File: src/rtl/sample_packer_pkg.sv
// Shared defaults and derived widths for the sample packer, its filter top and its bench.
package sample_packer_pkg;

    localparam int N_DEF     = 3;
    localparam int DSR_DEF   = 12;
    localparam int DEPTH_DEF = 19;
    localparam int NBLK      = 4;

    function automatic int word_w(input int n, input int dsr);
        return n * dsr;
    endfunction

    function automatic int addr_w(input int depth);
        return $clog2(NBLK * depth);
    endfunction

    // A one-sample word still needs a one-bit counter to keep the vector legal.
    function automatic int cnt_w(input int dsr);
        return (dsr > 1) ? $clog2(dsr) : 1;
    endfunction

    localparam int W_DEF  = word_w(N_DEF, DSR_DEF);
    localparam int AW_DEF = addr_w(DEPTH_DEF);

endpackage

File: src/rtl/sample_packer_shift.sv
// Accumulates N-bit samples LSB-first into a DSR-sample word; word_o is the
// completed word (combinational) whenever word_valid_o is high.
module sample_shift
    import sample_packer_pkg::*;
#(
    parameter int N   = N_DEF,
    parameter int DSR = DSR_DEF
) (
    input  logic             clk,
    input  logic             rst,
    input  logic [N-1:0]     sample_i,
    input  logic             valid_i,
    output logic [N*DSR-1:0] word_o,
    output logic             word_valid_o
);

    localparam int             CW   = cnt_w(DSR);
    localparam logic [CW-1:0]  LAST = CW'(DSR - 1);

    logic [N*DSR-1:0] acc_q, acc_d;
    logic [CW-1:0]    cnt_q, cnt_d;

    always_comb begin
        acc_d = acc_q;
        for (int k = 0; k < DSR; k++) begin
            if (cnt_q == CW'(k)) begin
                acc_d[k*N +: N] = sample_i;
            end
        end
        cnt_d = cnt_q;
        if (valid_i) begin
            cnt_d = (cnt_q == LAST) ? '0 : cnt_q + 1'b1;
        end
    end

    assign word_o       = acc_d;
    assign word_valid_o = valid_i && (cnt_q == LAST);

    always_ff @(posedge clk) begin
        if (rst) begin
            cnt_q <= '0;
        end else begin
            cnt_q <= cnt_d;
        end
    end

    // Stale slots are always overwritten before reuse, so the data needs no reset.
    always_ff @(posedge clk) begin
        if (valid_i) begin
            acc_q <= acc_d;
        end
    end

endmodule

File: src/rtl/sample_packer.sv
// Packs samples into RAM words, tracks four-block ring occupancy and flags overflow.
// Optional SAMPLE_PACKER_OVF_CNT_EN adds a saturating 16-bit dropped-word counter.
module sample_packer
    import sample_packer_pkg::*;
#(
    parameter  int N     = N_DEF,
    parameter  int DSR   = DSR_DEF,
    parameter  int DEPTH = DEPTH_DEF,
    localparam int W     = word_w(N, DSR),
    localparam int AW    = addr_w(DEPTH)
) (
    input  logic          clk,
    input  logic          rst,
    input  logic [N-1:0]  in,
    input  logic          in_valid,
    input  logic          blk_ack,
    output logic          sampleWrite,
    output logic [AW-1:0] sampleAddrIn,
    output logic [W-1:0]  sampleDataIn,
    output logic          blk_done,
    output logic [1:0]    blk_idx,
    output logic          ovf
`ifdef SAMPLE_PACKER_OVF_CNT_EN
    ,
    output logic [15:0]   ovf_cnt
`endif
);

    localparam logic [AW-1:0] ADDR_LAST = AW'(NBLK * DEPTH - 1);

    logic [W-1:0]  word;
    logic          word_valid;

    logic          sampleWrite_q;
    logic [AW-1:0] sampleAddrIn_q;
    logic [W-1:0]  sampleDataIn_q;
    logic          blk_done_q;
    logic [1:0]    blk_idx_q;
    logic          ovf_q;
    logic [2:0]    occ_q, occ_d;

    logic          release_blk;
    logic          full;
    logic          write_go;
    logic          drop;
    logic [AW-1:0] addr_cur;
    logic          blk_end;
    logic [1:0]    blk_end_idx;

    sample_shift #(
        .N   (N),
        .DSR (DSR)
    ) u_shift (
        .clk          (clk),
        .rst          (rst),
        .sample_i     (in),
        .valid_i      (in_valid),
        .word_o       (word),
        .word_valid_o (word_valid)
    );

    // A release coinciding with a completion frees that block even when nothing else is held.
    always_comb begin
        release_blk = blk_ack && ((occ_q != 3'd0) || blk_done_q);
        occ_d       = occ_q;
        if (blk_done_q && !release_blk) begin
            occ_d = occ_q + 3'd1;
        end else if (!blk_done_q && release_blk) begin
            occ_d = occ_q - 3'd1;
        end
        full     = (occ_d == 3'd4);
        write_go = word_valid && !full;
        drop     = word_valid && full;
    end

    // The address register advances the cycle after each write, so it idles on the next free slot.
    always_comb begin
        addr_cur = sampleAddrIn_q;
        if (sampleWrite_q) begin
            addr_cur = (sampleAddrIn_q == ADDR_LAST) ? '0 : sampleAddrIn_q + 1'b1;
        end
        blk_end     = 1'b0;
        blk_end_idx = '0;
        for (int b = 0; b < NBLK; b++) begin
            if (addr_cur == AW'(b * DEPTH + DEPTH - 1)) begin
                blk_end     = 1'b1;
                blk_end_idx = 2'(b);
            end
        end
    end

    always_ff @(posedge clk) begin
        if (rst) begin
            sampleWrite_q  <= 1'b0;
            sampleAddrIn_q <= '0;
            sampleDataIn_q <= '0;
            blk_done_q     <= 1'b0;
            blk_idx_q      <= '0;
            ovf_q          <= 1'b0;
            occ_q          <= '0;
        end else begin
            sampleWrite_q  <= write_go;
            sampleAddrIn_q <= addr_cur;
            blk_done_q     <= write_go && blk_end;
            occ_q          <= occ_d;
            if (write_go) begin
                sampleDataIn_q <= word;
            end
            if (write_go && blk_end) begin
                blk_idx_q <= blk_end_idx;
            end
            if (drop) begin
                ovf_q <= 1'b1;
            end
        end
    end

`ifdef SAMPLE_PACKER_OVF_CNT_EN
    logic [15:0] ovf_cnt_q;

    always_ff @(posedge clk) begin
        if (rst) begin
            ovf_cnt_q <= '0;
        end else if (drop && (ovf_cnt_q != 16'hFFFF)) begin
            ovf_cnt_q <= ovf_cnt_q + 16'd1;
        end
    end

    assign ovf_cnt = ovf_cnt_q;
`endif

    assign sampleWrite  = sampleWrite_q;
    assign sampleAddrIn = sampleAddrIn_q;
    assign sampleDataIn = sampleDataIn_q;
    assign blk_done     = blk_done_q;
    assign blk_idx      = blk_idx_q;
    assign ovf          = ovf_q;

endmodule

File: config.mk
export PLATFORM = sky130hd
export DESIGN_NAME = sample_packer
export DESIGN_NICKNAME = d
export VERILOG_FILES = /design/src/rtl/sample_packer_pkg.sv /design/src/rtl/sample_packer_shift.sv /design/src/rtl/sample_packer.sv
export SDC_FILE = /design/constraint.sdc
export NUM_CORES = 1
export LEC_CHECK = 0
export BUFFER_PORTS_ARGS = -buffer_cell sky130_fd_sc_hd__buf_4
export CAP_MARGIN = 15
export CORE_UTILIZATION = 50
export CTS_CLUSTER_DIAMETER = 200
export DETAILED_ROUTE_END_ITERATION = 8
export PLACE_DENSITY = 0.83
export SLEW_MARGIN = 5
export SYNTH_ARGS = -nofsm -noshare
export SYNTH_HDL_FRONTEND = slang
export SYNTH_SLANG_ARGS = --single-unit
File: constraint.sdc
create_clock -name clk -period 6 [get_ports clk]
set_input_delay 0.3 -clock clk [delete_from_list [all_inputs] [get_ports clk]]
set_output_delay 0.3 -clock clk [all_outputs]
set_load 0.1 [all_outputs]
==> impl_metrics.env, run 1 <==
export IMPL_status="complete, no violations"
export IMPL_seq_power_share=0.546
export IMPL_worst_pin_slew_ps=638
export IMPL_required_ps=6240
export IMPL_rows=32
export IMPL_grt_pass1_wl_um=12600
export IMPL_worstReg2RegStart="occ_q[0]"
export IMPL_power_frac_comb=0.141
export IMPL_cts_buffers=9
export IMPL_p_sw_uw=311
export IMPL_grtUsageTotal=0.188
export IMPL_drt_pass1_iter_count=4
export IMPL_ir_drop_mv=0.144
export IMPL_crit_buf_inv=2
export IMPL_grt_pass1_vias=2626
export IMPL_gp_congestion=0.808
export IMPL_viasPerCell=5.38
export IMPL_maxCapViolations=0
export IMPL_ys_seq_elements=91
export IMPL_dp_hpwl_um=5220
export IMPL_ys_types=48
export IMPL_tns_ps=0
export IMPL_nNetsFinal=420
export IMPL_slew_violations=0
export IMPL_postCtsSetupRepairBufs=0
export IMPL_skew_ps=9.81
export IMPL_ys_seq_area_frac=0.530
export IMPL_n_antenna_cell=0
export IMPL_critPathTopFamily="compound AO/OA/AOI/OAI gates"
export IMPL_synth_commonest_cells="dfxtp_1, nor2_1, mux2i_1"
export IMPL_setup_slack_ps=3240
export IMPL_area_growth_pct=14.9
export IMPL_nFillCells=681
export IMPL_fin_hold_ws_ps=386
export IMPL_post_drt_wl_per_cell_um=15.1
export IMPL_drt_total_wl_um=7720
export IMPL_p_int_uw=946
export IMPL_core_um2=7850
export IMPL_yosysTopAreaCell="dfxtp_1"
export IMPL_clock_sinks=91
export IMPL_rsz0062_at_grt="false"
export IMPL_startpoint_type="flop"
export IMPL_syn_area_per_cell_um2=11.4
export IMPL_period_needed_ps=2760
export IMPL_holdCritPathClass="input port to flop"
export IMPL_die_width_um=92.8
export IMPL_fmax_mhz=362
export IMPL_swShare=0.247
export IMPL_relSlewSlack=0.575
export IMPL_syn_nets=375
export IMPL_drc=0
export IMPL_cts_tree="built"
export IMPL_fin_crit_sh=0.460
export IMPL_antenna_found_initial=0
export IMPL_ioPinCount=55
export IMPL_crit_chain="inv_1, ha_1, ha_1, nor2_1, a22o_1, a22o_1, o2111a_2, buf_16, o21ai_0, a32o_1"
export IMPL_p_leak_uw=0.00178
export IMPL_synth_top_area_frac=0.267
export IMPL_hold_buffers=0
export IMPL_htreeDepth=3
export IMPL_grt_max_degree=56
export IMPL_clockBufferDepth=2
export IMPL_clkLatencyLatePin_ps=350
export IMPL_asyncSetResetFlopFracSynth=0
export IMPL_dp_cells=495
export IMPL_die_area_um2=8600
export IMPL_initial_core_util=0.525
export IMPL_io_buffer_count=54
export IMPL_clk_root_buffer_cell="clkbuf_8"
export IMPL_ys_flop_type="dfxtp_1"
export IMPL_hold_viol=0
export IMPL_power_density_nw_per_um2=266
export IMPL_arrival_ps=3000
export IMPL_setup_viol=0
export IMPL_power_share_clock=0.313
export IMPL_synth_area_um2=4120
export IMPL_gr_total_overflow=0
export IMPL_crit_fanout=22
export IMPL_fp_dieH_um=92.8
export IMPL_drt_initial_drc_count=164
export IMPL_clk_pin_slew_ps=80
export IMPL_cts_resized=0
export IMPL_path_class="flop to flop"
export IMPL_synth_edff_count=36
export IMPL_drive_gt1_frac=0.273
export IMPL_post_place_ws_ps=3000
export IMPL_end_kind="flop"
export IMPL_ys_top_cells_by_area="dfxtp_1, edfxtp_1, mux2_2"
export IMPL_holdCritStartpoint="blk_ack"
export IMPL_slowest_delay_ps=660
export IMPL_synth_warnings=0
export IMPL_num_vias=2756
export IMPL_utilization=0.603
export IMPL_setup_worst_path_start="occ_q[0]"
export IMPL_final_cells=512
export IMPL_syn_inst=360
export IMPL_antenna_left=0
export IMPL_cp_slowest_cell="o2111a_2"
-- power by group through the flow --
stage / Combinational (µW) / Clock [µW] / Sequential [µW]
after floorplan: 131 / 0 / 698
after global placement: 156 / 0 / 699
after detailed placement: 173 / 0 / 702
after CTS: 175 / 403 / 687
after global routing: 194 / 428 / 690
final: 177 / 393 / 687
-- cell usage in the layout (no fill, tap or decap), types with 2 or more instances in the layout --
cell type  netlist  final
edfxtp_1        36     36
a22o_1           2      2
and2_1           5      5
ha_1             8      8
xor2_1           3      3
clkbuf_1        11      2
inv_1            8      8
a22oi_1          2      2
a211oi_1         3      3
nand2_1         16     16
xnor2_1          3      3
nor2b_1          6      6
mux2_2          38     38
nor3_1           6      6
a21o_1           2      2
clkbuf_8         0      9
nand2b_1         3      3
dfxtp_1         55     55
clkinv_2         0      3
nor2_1          55     55
a21oi_1          9      9
nor4_1           4      4
and4_1           2      2
or3_1            2      2
nand3_1          3      3
buf_4            5     54
o21ai_0          8      8
mux2i_1         40     40
and3_1           2      2
-- flip-flops by register name, summed over array words and instances (netlist names) --
register / count
blk_done: 1
sampleWrite: 1
u_shift.acc_q: 36
blk_idx: 2
sampleAddrIn: 7
sampleDataIn: 36
occ_q: 3
ovf: 1
u_shift.cnt_q: 4
-- worst paths after layout --
path                                    to  slack (ps)  cells after the start
worst max-delay path            blk_idx[1]        3240                     10
worst min register to register         ovf         470                      2
worst max register to register  blk_idx[1]        3240                     10
worst min-delay path              occ_q[2]         390                      3
-- tightest hold or removal path, delay by kind of cell --
| kind | cells | cell delay [ps] |
|---|---|---|
| AO/OA/AOI/OAI | 1 | 200 |
| buffers and inverters | 1 | 140 |
| AND/OR/NAND/NOR | 1 | 50 |
-- per-stage QoR --
| step | total power (µW) | cell area, µm² |
|---|---|---|
| finish | 1260 | 4730 |
| detailed placement | 875 | 4520 |
| global placement | 856 | 4520 |
| global route | 1310 | 4730 |
| CTS | 1260 | 4710 |
| floorplan | 829 | 4120 |
-- final cells by class --
type	instances	area, µm²	area share
clock inverters	5	53.8	0.0114
multi-input cells	240	1780	0.375
well taps	102	128	0.0270
flip-flops and latches	91	2180	0.461
inverters	8	30.0	0.00634
clock buffers	11	131	0.0278
repair buffers	55	433	0.0915
-- metal layers --
| metal | vias up | global-route usage | wire [µm] |
|---|---|---|---|
| li1 | 1375 | - | - |
| met1 | 1320 | 0.248 | 3600 |
| met2 | 51 | 0.306 | 3760 |
| met3 | 10 | 0.0304 | 229 |
| met4 | 0 | 0.0769 | 125 |
| met5 | - | 0 | 0 |
-- logic make-up after synthesis --
group	count (synthesis)	synth area share
simple gates	113	0.135
flops	91	0.530
buf+inv	29	0.0395
xor+xnor	6	0.0128
fa+ha+maj	8	0.0243
mux	78	0.201
compound gates	35	0.0574
Power figures use the tool's default switching activity.
==> run 2: changes to the inputs <==
--- a/config.mk
+++ b/config.mk
@@ -5,6 +5,7 @@
 export SDC_FILE = /design/constraint.sdc
 export NUM_CORES = 1
 export LEC_CHECK = 0
+export ABC_AREA = 1
 export BUFFER_PORTS_ARGS = -buffer_cell sky130_fd_sc_hd__buf_4
 export CAP_MARGIN = 15
 export CORE_UTILIZATION = 50
==> constraint.sdc (replaced) <==
create_clock -name clk -period 2.7 [get_ports clk]
set_input_delay 0.135 -clock clk [delete_from_list [all_inputs] [get_ports clk]]
set_output_delay 0.135 -clock clk [all_outputs]
set_load 0.1 [all_outputs]
==> run 2 against run 1 <==
Cell count grew 20%; sequential share of layout area rose by 1.7 points; flip-flop and latch count stayed put; critical path type unchanged; critical endpoint is now sampleDataIn[7]; largest cell class unchanged.
==> impl_metrics.env, run 2 <==
export IMPL_clockBufferDepth=2
export IMPL_ys_top_cells_by_area="dfxtp_1, edfxtp_1, nand2_1"
export IMPL_cts_tree="built"
export IMPL_setup_viol=0
export IMPL_dp_cells=598
export IMPL_postCtsSetupRepairBufs=0
export IMPL_drt_initial_drc_count=283
export IMPL_synthMuxAreaShare=0
export IMPL_hold_buffers=0
export IMPL_cts_buffers=9
export IMPL_holdCritPathClass="input port to flop"
export IMPL_drt_total_wl_um=8030
export IMPL_ff2ff_path_depth=13
export IMPL_clk_root_buffer_cell="clkbuf_8"
export IMPL_startpoint_type="flop"
export IMPL_area_growth_pct=14.6
export IMPL_holdCritStartpoint="in_valid"
export IMPL_num_vias=3152
export IMPL_ys_flop_type="dfxtp_1"
export IMPL_mostFrequentLayoutCells="nand2_1, buf_4, dfxtp_1"
export IMPL_post_drt_wl_per_cell_um=13.1
export IMPL_clock_sinks=91
export IMPL_drt_pass1_iter_count=5
export IMPL_post_place_ws_ps=408
export IMPL_grtUsageTotal=0.205
export IMPL_hold_depth=4
export IMPL_hold_end="u_shift.cnt_q[0]"
export IMPL_final_common_cell="nand2_1"
export IMPL_synth_top_area_frac=0.277
export IMPL_ys_seq_area_frac=0.548
export IMPL_antenna_found_initial=0
export IMPL_syn_inst=458
export IMPL_gp_congestion=0.883
export IMPL_die_area_um2=8320
export IMPL_hold_viol=0
export IMPL_yosysTopAreaCell="dfxtp_1"
export IMPL_path_class="flop to flop"
export IMPL_ir_drop_mv=0.271
export IMPL_crit_fanout=39
export IMPL_fmax_mhz=443
export IMPL_cts_resized=0
export IMPL_io_buffer_count=54
export IMPL_clkLatencyLatePin_ps=370
export IMPL_placed_area_um2=4390
export IMPL_n_antenna_cell=0
export IMPL_htreeDepth=3
export IMPL_syn_area_per_cell_um2=8.69
export IMPL_ys_seq_elements=91
export IMPL_p_leak_uw=0.00184
export IMPL_synth_commonest_cells="nand2_1, dfxtp_1, o21ai_0"
export IMPL_slew_violations=0
export IMPL_skew_ps=13.8
export IMPL_asyncSetResetFlopFracSynth=0
export IMPL_ys_types=28
export IMPL_status="complete, no violations"
export IMPL_rrSetupSlack_ps=440
export IMPL_nNetsFinal=522
export IMPL_synth_adder_area_share=0.0251
export IMPL_power_density_nw_per_um2=586
export IMPL_fin_crit_sh=0.836
export IMPL_rows=32
export IMPL_required_ps=2990
export IMPL_worst_pin_slew_ps=597
export IMPL_arrival_ps=2540
export IMPL_viasPerCell=5.14
export IMPL_worstReg2RegStart="occ_q[0]"
export IMPL_fp_dieH_um=91.2
export IMPL_core_um2=7730
export IMPL_grt_pass1_wl_um=13400
export IMPL_maxCapViolations=0
export IMPL_end_kind="flop"
export IMPL_drive_gt1_frac=0.205
export IMPL_grt_max_degree=52
export IMPL_synth_simple_gate_area_frac=0.239
export IMPL_synth_top_family_by_area="simple AND/OR/NAND/NOR gates"
export IMPL_drc=0
export IMPL_grt_pass1_vias=2942
export IMPL_synth_compound_area_share=0.120
export IMPL_clk_pin_slew_ps=90
export IMPL_initial_core_util=0.515
export IMPL_antenna_left=0
export IMPL_relSlewSlack=0.602
export IMPL_synth_warnings=0
export IMPL_synthMostInstantiatedCell="nand2_1"
export IMPL_die_width_um=91.2
export IMPL_synth_edff_count=36
export IMPL_gr_total_overflow=0
export IMPL_synth_xor_area_share=0.00409
export IMPL_period_needed_ps=2260
export IMPL_dp_hpwl_um=5490
export IMPL_rsz0062_at_grt="false"
export IMPL_setup_slack_ps=443
export IMPL_syn_nets=473
export IMPL_final_cells=613
export IMPL_ioPinCount=55
export IMPL_r2r_end="sampleDataIn[7]"
export IMPL_final_cell_area_um2=4560
export IMPL_tns_ps=0
export IMPL_synth_area_um2=3980
==> run 2: changes by cell type in the layout (fill, tap and decap cells not counted), moves of 15 or more <==
cell,change
nor2_1,-24
nand2_1,+131
mux2_2,-38
inv_1,+18
a21oi_1,+25
mux2i_1,-40
o21ai_0,+31
nand3_1,+15
nand2_2,+15
==> run 2: power breakdown <==
group | total (µW) | switching, µW | internal (µW)
combinational | 317 | 210 | 108
clock | 835 | 496 | 339
sequential | 1520 | 27.9 | 1490
total | 2670 | 733 | 1940
==> run 2: routing by layer <==
metal  up-vias  share of wire  track usage
met3        14          0.047       0.0293
met2        96           0.47        0.331
met5         -              0            0
met1      1441           0.46        0.264
li1       1601              -            -
met4         0          0.025        0.114
==> run 2: cell type report <==
cell class                 instances  area (µm²)
multi-input combinational        320        1540
clock inverter                     6        50.0
fill                             674        3160
timing repair buffer              57         428
tap                              102         128
sequential                        91        2180
inverter                          28         108
clock buffer                       9         124
==> run 2: cell families (layout without fill, tap and decap cells) <==
kind of cell	after synthesis	in the layout
AO/OA/AOI/OAI	87	87
XOR/XNOR	1	1
adder cells (fa/ha/maj)	8	8
buffers and inverters	47	100
flip-flops	91	91
AND/OR/NAND/NOR	224	224
==> run 2: worst max-delay path by stage <==
stage               cells past startpoint         endpoint            start
finish                                 13  sampleDataIn[7]         occ_q[0]
CTS                                    13  sampleDataIn[7]         occ_q[0]
floorplan                              14       blk_idx[0]  sampleAddrIn[0]
detailed placement                     13  sampleDataIn[7]         occ_q[0]
global placement                       14       blk_idx[1]         occ_q[0]
global route                           14       blk_idx[1]         occ_q[1]
==> run 2: metrics by stage <==
step | power [µW] | hold WS, ps | util
final | 2670 | 114 | 0.591
after global routing | 2780 | 133 | 0.591
after CTS | 2690 | 118 | 0.591
after detailed placement | 1870 | 444 | 0.568
after global placement | 1840 | 440 | 0.568
after floorplan | 1790 | 247 | -
==> run 2: worst max-delay path: stages (launching register included) <==
cell and delay [ps]:
dfxtp_1 340, inv_1 80, ha_1 220, ha_1 210
nor2_4 100, nand2_2 90, nand2_2 90, xor2_2 160
nand3_1 100, nor2_2 160, nor2_4 60, inv_4 310
nand2_1 100, a21oi_1 160
==> run 3: changes to the inputs <==
==> constraint.sdc (replaced) <==
create_clock -name clk -period 2.2 [get_ports clk]
set_input_delay 0.11 -clock clk [delete_from_list [all_inputs] [get_ports clk]]
set_output_delay 0.11 -clock clk [all_outputs]
set_load 0.1 [all_outputs]
==> run 3 against run 2 <==
Clock-buffer cell count did not move; flip-flop and latch count did not move; die area did not move; power rose by 28%; sequential share of layout area fell by 1.6 points; largest power group unchanged.
==> impl_metrics.env, run 3 (same netlist as run 2, synthesis figures left out) <==
export IMPL_dr_wl_met3_um=474
export IMPL_drt_total_wl_um=8580
export IMPL_dp_cells=601
export IMPL_power_frac_comb=0.144
export IMPL_hold_viol=0
export IMPL_clk_pin_slew_ps=90
export IMPL_die_area_um2=8320
export IMPL_antenna_found_initial=0
export IMPL_nNetsFinal=530
export IMPL_clk_root_buffer_cell="clkbuf_8"
export IMPL_swShare=0.279
export IMPL_grt_pass1_wl_um=13500
export IMPL_die_width_um=91.2
export IMPL_gp_congestion=0.825
export IMPL_power_share_clock=0.308
export IMPL_fmax_mhz=469
export IMPL_crit_fanout=7
export IMPL_mostFrequentLayoutCells="nand2_1, buf_4, dfxtp_1"
export IMPL_hold_buffers=0
export IMPL_topRoutingLayerUsed="met4"
export IMPL_io_buffer_count=54
export IMPL_ioPinCount=55
export IMPL_arrival_ps=2430
export IMPL_crit_buf_inv=3
export IMPL_p_int_uw=2470
export IMPL_drive_gt1_frac=0.244
export IMPL_gr_total_overflow=0
export IMPL_clockBufferDepth=2
export IMPL_total_power_uw=3420
export IMPL_p_leak_uw=0.00193
export IMPL_clkLatencyLatePin_ps=370
export IMPL_setup_viol=0
export IMPL_p_sw_uw=956
export IMPL_critPathTopFamily="simple AND/OR/NAND/NOR gates"
export IMPL_grt_pass1_vias=2922
export IMPL_startpoint_type="flop"
export IMPL_required_ps=2490
export IMPL_crit_path_frequent_cell="nor2_4"
export IMPL_final_cells=622
export IMPL_dp_hpwl_um=5670
export IMPL_viasPerCell=5.24
export IMPL_grtUsageTotal=0.206
export IMPL_initial_core_util=0.515
export IMPL_core_um2=7730
export IMPL_fin_hold_ws_ps=76.1
export IMPL_maxCapViolations=0
export IMPL_wl_met1_um=3860
export IMPL_drt_initial_drc_count=269
export IMPL_fin_crit_sh=0.970
export IMPL_rows=32
export IMPL_cts_buffers=9
export IMPL_end_kind="flop"
export IMPL_num_vias=3262
export IMPL_worst_pin_slew_ps=614
export IMPL_area_growth_pct=19.0
export IMPL_ir_drop_mv=0.440
export IMPL_cp_slowest_cell="dfxtp_2"
export IMPL_fp_dieH_um=91.2
export IMPL_drc=0
export IMPL_n_antenna_cell=0
export IMPL_relSlewSlack=0.586
export IMPL_drt_pass1_iter_count=6
export IMPL_post_drt_wl_per_cell_um=13.8
export IMPL_period_needed_ps=2130
export IMPL_seq_power_share=0.548
export IMPL_holdCritPathClass="input port to flop"
export IMPL_tns_ps=0
export IMPL_crit_chain="inv_2, ha_1, ha_2, nor2_4, nand2_2, nand2_1, o21ai_1, a21oi_2, nor2_4, nor2_4, clkinv_4, buf_8, nor2_4, nand2_1, o21ai_1"
export IMPL_power_density_nw_per_um2=722
export IMPL_htreeDepth=3
export IMPL_skew_ps=14.2
export IMPL_clock_sinks=91
export IMPL_slew_violations=0
export IMPL_final_common_cell="nand2_1"
export IMPL_status="complete, no violations"
export IMPL_grt_max_degree=41
export IMPL_antenna_left=0
export IMPL_cts_tree="built"
export IMPL_slowest_delay_ps=350
export IMPL_dr_wl_met2_um=4080
export IMPL_path_class="flop to flop"
-- run 3: changes by cell type in the layout (fill, tap and decap cells not counted), moves of 2 or more --
cell and delta:
buf_6 +2, nor2_4 +3, dfxtp_2 +6, nor2_1 -2, clkbuf_16 +2, buf_4 +2
dfxtp_1 -6
-- run 3: per-layer routing --
metal,GRT usage,up-vias
met3,0.0377,12
met5,0,-
met2,0.327,103
met1,0.275,1530
li1,-,1617
met4,0.0926,0
-- run 3: tightest hold or removal path, stage by stage --
cell	delay [ps]
buf_4	90
inv_1	80
a21oi_1	120
-- run 3: layout make-up --
type                       count  area (µm²)
multi-input combinational    320        1580
inverter                      28         110
tap                          102         128
sequential                    91        2190
timing repair buffer          65         551
clock inverter                 7        58.8
fill                         663        2990
clock buffer                   9         124
-- run 3: path summary, 6_finish.rpt --
kind	start	to	slack [ps]	depth (start not counted)
setup / recovery	occ_q[0]	blk_idx[1]	70	15
hold reg to reg	ovf	ovf	450	2
hold / removal	in_valid	u_shift.cnt_q[1]	80	3
setup reg to reg	occ_q[0]	blk_idx[1]	70	15
-- run 3: power groups by stage --
stage / combinational (µW) / sequential [µW] / clock (µW)
after floorplan: 295 / 1900 / 0
after global placement: 358 / 1900 / 0
after detailed placement: 382 / 1910 / 0
after CTS: 382 / 1870 / 1080
after global routing: 550 / 1880 / 1140
final: 494 / 1870 / 1060
-- run 3: timing repair --
| action | in CTS | in global routing |
|---|---|---|
| gates cloned | 0 | 2 |
| resized for setup | 1 | 16 |
| setup endpoints to repair | 1 | 38 |
| setup buffers | 0 | 3 |
| pin swaps | 1 | 8 |
-- run 3: stage by stage --
stage	area, µm²	setup slack, ps	utilization
2_1_floorplan	3990	-42.1	-
3_3_place_gp	4430	165	0.573
3_5_place_dp	4430	22.9	0.573
4_1_cts	4620	18.8	0.597
5_1_grt	4740	-70.6	0.613
6_report	4740	65.6	0.613
